==> config.mk <==
export PLATFORM = sky130hd
export DESIGN_NAME = fp_mult_mantissa_pipe
export DESIGN_NICKNAME = d
export VERILOG_FILES = /design/src/rtl/fp_mult_mantissa_pipe.sv
export SDC_FILE = /design/constraint.sdc
export NUM_CORES = 2
export LEC_CHECK = 0
export CAP_MARGIN = 20
export CORE_UTILIZATION = 40
export DETAILED_ROUTE_END_ITERATION = 16
export HOLD_SLACK_MARGIN = 0.15
export MAX_ROUTING_LAYER = met4
export PLACE_DENSITY_LB_ADDON = 0.08
export SETUP_SLACK_MARGIN = 0.15
export SYNTH_ARGS = -nofsm -noshare
export SYNTH_HDL_FRONTEND = slang
export SYNTH_SLANG_ARGS = --single-unit
==> constraint.sdc <==
create_clock -name clk -period 25.3 [get_ports clk]
set_clock_uncertainty 0.2 [all_clocks]
set_input_delay 5.06 -clock clk [delete_from_list [all_inputs] [get_ports clk]]
set_output_delay 5.06 -clock clk [all_outputs]
set_load 0.01 [all_outputs]
==> src/rtl/fp_mult_mantissa_pipe.sv <==
// Pipelined exact unsigned mantissa multiplier. B is cut into CHUNK-bit slices, one
// multiply runs per slice, and the partial products are summed through a shifted cascade.
module fp_mult_mantissa_pipe #(
    parameter int MW    = 24,
    parameter int CHUNK = 17
) (
    input  logic            clk,
    input  logic            rst,
    input  logic            in_valid,
    output logic            in_ready,
    input  logic [MW-1:0]   Ma,
    input  logic [MW-1:0]   Mb,
    output logic            out_valid,
    input  logic            out_ready,
    output logic [2*MW-1:0] Mp,
    output logic            norm
);
    localparam int NB = (MW + CHUNK - 1) / CHUNK;
    localparam int BW = NB * CHUNK;
    localparam int PW = MW + CHUNK;
    localparam int AW = 2 * MW + CHUNK;

    logic             w_en;
    logic [NB+1:0]    r_vld;
    logic [MW-1:0]    r_a;
    logic [MW-1:0]    r_b;
    logic [BW-1:0]    w_b_pad;
    logic [AW-1:0]    w_sum [0:NB];
    logic [CHUNK-1:0] w_sum_hi;

    // One enable freezes every stage, bubbles included, so slot order and spacing never change.
    assign w_en     = ~r_vld[NB+1] | out_ready;
    assign in_ready = w_en;

    // NOTE: sequential state uses non-blocking assignments so every stage samples its
    // predecessor's pre-edge value; blocking here would collapse the pipeline.
    always_ff @(posedge clk or posedge rst) begin
        if (rst) begin
            r_vld <= '0;
            r_a   <= '0;
            r_b   <= '0;
        end else if (w_en) begin
            r_vld <= {r_vld[NB:0], in_valid};
            r_a   <= Ma;
            r_b   <= Mb;
        end
    end

    assign w_b_pad  = BW'(r_b);
    assign w_sum[0] = '0;

    for (genvar k = 0; k < NB; k++) begin : g_lane
        logic [PW-1:0] w_pp;
        logic [PW-1:0] r_dly [0:k];
        logic [AW-1:0] r_sum;

        assign w_pp = PW'(r_a) * PW'(w_b_pad[k*CHUNK +: CHUNK]);

        // Slice k waits k extra stages so it meets the running sum at accumulate stage k.
        always_ff @(posedge clk or posedge rst) begin
            if (rst) begin
                // NOTE: these delay arrays are cleared on reset because the block must come
                // out of reset with every data register at zero, not just the valid bits.
                for (int i = 0; i <= k; i++) r_dly[i] <= '0;
                r_sum <= '0;
            end else if (w_en) begin
                r_dly[0] <= w_pp;
                for (int i = 1; i <= k; i++) r_dly[i] <= r_dly[i-1];
                r_sum <= w_sum[k] + (AW'(r_dly[k]) << (k * CHUNK));
            end
        end

        assign w_sum[k+1] = r_sum;
    end

    assign {w_sum_hi, Mp} = w_sum[NB];
    assign out_valid      = r_vld[NB+1];
    assign norm           = Mp[2*MW-1];

    // The full product always fits in 2*MW bits, so the guard bits are always zero.
    always_comb begin
        assert (w_sum_hi == '0);
    end
endmodule

# Yosys cells after proc, flatten, opt, wreduce, memory -nomap -nowiden
# Cells that the tools add are included.
# totals
regBits	244
input_bits	52
out_inout_bits	51
elab_cells	13
# op_classes
n_addsub	1
multipliers	2
bitwise	2
# op_table
operator	n
$add A41 B48 Y48	1
$mul A24 B17 Y41	1
$mul A24 B7 Y31	1
$not A1 Y1	1
$or A1 B1 Y1	1

# Depth between registers and ports, before layout
# logic_depth
word_depth	2
depth_mapped	25
depth_no_buf	23

# Worst setup path before layout
# No wires, ideal clock.
# synth_timing
path_kind	input to output
startpoint	input out_ready
endpoint	output in_ready
arrival_time_ns	5.942
required_ns	20.040
slack_ns	14.098
path_stages	5
path_buffers	3
cell_sequence	nor2b_1 -> clkbuf_1 -> inv_1 -> clkbuf_1 -> clkbuf_1
# synth_between
elab_chain_len	1
# synth_lines
item	line_no	rtl
start: declaration	14	input logic out_ready,
$or A1 B1 Y1	32	assign w_en = ~r_vld[NB+1] | out_ready;
end: declaration	10	output logic in_ready,
# No other way between the ends.

# Worst setup path after layout
# Same ends and word-level chain as after synthesis.

==> run_results.csv <==
group,metric,value,unit
timing,rsz0062_at_grt,"no",
clock_tree,h-tree-depth,1,
clock_tree,clk_latency,0.61,ns
critical_path,cp.arrival,7.03,ns
clock_tree,clk_pin_slew_worst_paths,0.06,ns
synth,syn_nets,3942,
critical_path,cp_cell_sequence,"clkdlybuf4s50_1 -> nor2b_4 -> inv_8 -> clkdlybuf4s50_1",
route,route.detailed.drc,0,
critical_path,cp-startpoint,"out_ready",
critical_path,path_buf_inv,3,
synth,ys_seq_area_share,21.55,%
final_layout,antenna_cells,0,
synth,synth-seq-cells,244,
critical_path,rr_startpoint,"r_a[14]",
hold_path,worstHoldStart,"r_vld[2]",
synth,netlist_instances,3263,
critical_path,reg2reg_depth,23,
place,dpl.hpwl,57350,um
route,final_antenna_net_count,0,
grt,antenna_found_initial,0,
grt,track_usage,22.71,%
timing,maxSlewHeadroom,22.55,%
critical_path,crit_fanout,147,
floorplanning,design.die.area,71920,um^2
critical_path,end_kind,"primary output",
synth,synth-edff-count,0,
timing,fmax,0.08135,GHz
timing,finalSetupTns,0,ns
final_layout,fin_area,31350,um^2
timing,setup_viol,0,
final_layout,synthToLayoutAreaGrowth,10.63,%
clock_tree,cts_setup_buffers,0,
place,placed_area,30300,um^2
synth,syn_area,28340,um^2
synth,synth.avg_cell_area,8.685,um^2
clock_tree,cts_resized,0,
timing,final_max_slew_viol_count,0,
floorplanning,dieWidth,268.2,um
place,place_inst,4189,
critical_path,worstSetupPathType,"input pin to primary output",
synth,ys_warn_count,0,
run,max_cap_violations,0,
grt,grt_max_degree,224,
timing,tightest_slew,1.162,ns
critical_path,crit_top_cell,"clkdlybuf4s50_1",
critical_path,r2r_slack,17.73,ns
grt,grt-ovfl-total,0,
final_layout,instances_no_fill,4243,
floorplanning,core,70030,um^2
place,gp_congestion,0.8611,
floorplanning,io_pins,103,
clock_tree,clock_path_buffers,3,
synth,synthArstFlopShare,100.0,%
place,io_buffer_count,102,
critical_path,r2r_end,"g_lane[0].r_dly[34]",
clock_tree,root_buffer,"clkbuf_16",
floorplanning,die_h,268.2,um
timing,min_period,12.29,ns
synth,synth.distinct_cells,72,
floorplanning,start_util,40.47,%
timing,finalCritPeriodShare,48.59,%
critical_path,cp-start-kind,"input pin",
hold_path,min_path_type,"flip-flop to flip-flop",
timing,hold_viol_final,0,
route,drtIter0Drc,1036,
critical_path,slowest_delay,0.61,ns
critical_path,crit_cells,4,
final_layout,drive_above_1_share,3.663,%
clock_tree,numClockSinks,244,
run_status,status,"complete, no violations",
critical_path,crit_slowest_cell,"clkdlybuf4s50_1",
route,routed_wl,76660,um
clock_tree,cts_buffers,30,
route,wl_per_cell,18.07,um
route,dr.pass1.iters,5,
critical_path,crit_family,"buffers and inverters",
critical_path,critPathCapture,"in_ready",
floorplanning,std_cell_rows,97,
synth,synth-main-ff-cell,"dfrtp_1",
clock_tree,cts_tree,"done",
final_layout,final_net_count,3960,
grt,grt_pass1_vias,22418,
route,vias,21318,
clock_tree,hold_buffers,0,
grt,grt_pass1_wl,123200,um
route,via_per_inst,5.024,
critical_path,critPathRequiredTime,20.04,ns
cells in the final DEF, fill, tap and decap left out, types with 18 or more instances in the layout:
master,Yosys,final
inv_1,502,500
clkdlybuf4s50_1,0,102
ha_1,188,188
nand2_1,889,889
xor2_1,48,48
xnor2_1,35,35
clkbuf_16,0,30
nand3_1,20,20
fa_1,439,439
a21oi_1,124,124
and2_1,215,215
nor2_1,89,89
nor3_1,18,18
o21ai_0,76,76
dfrtp_1,244,244
a21o_1,36,36
buf_4,1,43
how the worst min path moves through the flow:
stage | slack, ns | depth (start not counted) | end
4_1_cts | 0.26 | 1 | r_vld[3]
3_5_place_dp | 0.25 | 1 | r_vld[3]
2_1_floorplan | 0.23 | 2 | r_vld[2]
5_1_grt | 0.27 | 2 | r_vld[2]
6_report | 0.26 | 1 | r_vld[3]
3_3_place_gp | 0.25 | 2 | r_vld[2]
cell usage after synthesis, drive strengths merged, types with 3 or more instances:
library cell,instances,area [um^2]
and3,15,93.84
nor2b,6,37.54
dfrtp,244,6106
or2,6,37.54
ha,188,2352
a31o,5,43.79
inv,502,1884
nand3,20,100.1
o21bai,11,82.58
a21o,36,270.3
fa,439,8788
nand2b,13,81.33
buf,6,26.28
and2,215,1345
nand4,7,43.79
o21ai,82,417.9
xnor2,35,306.5
clkbuf,154,578.1
or3,5,31.28
nand2,889,3337
a21boi,3,22.52
nor3b,3,22.52
a2111oi,4,60.06
o21a,9,67.56
a211o,5,43.79
a311oi,3,32.53
and4,4,35.03
a31oi,4,25.02
nor2,89,334.1
a211oi,16,125.1
o211ai,6,50.05
nor3,19,100.1
nor4,6,37.54
o31ai,10,80.07
a21oi,127,646.9
a41oi,3,26.28
xor2,48,420.4
metrics by stage:
step	setup WS [ns]	hold WS (ns)	utilization (%)
2_1_floorplan	13.34	0.2300	-
3_3_place_gp	12.94	0.2451	43.27
3_5_place_dp	12.90	0.2477	43.27
4_1_cts	12.91	0.2612	44.77
5_1_grt	12.82	0.2714	44.77
6_report	13.01	0.2604	44.77
logic make-up (layout without fill, tap and decap cells):
family,after synthesis,count (layout),synth area share (%)
AO/OA/AOI/OAI,342,342,7.660
buffers and inverters,662,702,8.781
AND/OR/NAND/NOR,1305,1305,20.14
flip-flops,244,244,21.55
adder cells (fa/ha/maj),627,627,39.31
XOR/XNOR,83,83,2.565
routing by layer:
layer | wire [um] | GRT usage, % | up-vias
met5 | 0 | - | -
li1 | - | - | 9986
met3 | 2835 | 2.483 | 102
met2 | 38430 | 39.04 | 390
met4 | 2091 | 5.869 | 0
met1 | 33310 | 28.43 | 10840
worst reg2reg max path, stage by stage, from the launching register on:
cell	delay (ns)
dfrtp_1	0.69
buf_4	0.36
nand2_1	0.13
fa_1	0.55
inv_1	0.06
fa_1	0.53
inv_1	0.06
fa_1	0.50
inv_1	0.06
fa_1	0.51
fa_1	0.51
inv_1	0.05
fa_1	0.48
inv_1	0.07
ha_1	0.36
a21oi_1	0.14
o21ai_0	0.17
a311oi_2	0.55
o211ai_2	0.20
o21ai_2	0.30
nor2_1	0.10
a311oi_1	0.31
xor2_1	0.40
a21oi_1	0.13
cell type report:
cell class | count | area (um^2)
Fill cell | 6886 | 38680
Multi-Input combinational cell | 2357 | 19750
Sequential cell | 244 | 6106
Inverter | 502 | 1899
Timing Repair Buffer | 146 | 1364
Tap cell | 940 | 1176
Clock buffer | 41 | 852.1
Clock inverter | 13 | 201.4
flip-flops by register name (all words and copies together), names as in the netlist:
name          flops
g_lane.r_dly    103
g_lane.r_sum     89
r_a              24
r_b              24
r_vld             4
Power is left out: the tool's default activity adds up to more than one toggle a clock period on the data nets, which glitch-free logic cannot reach.
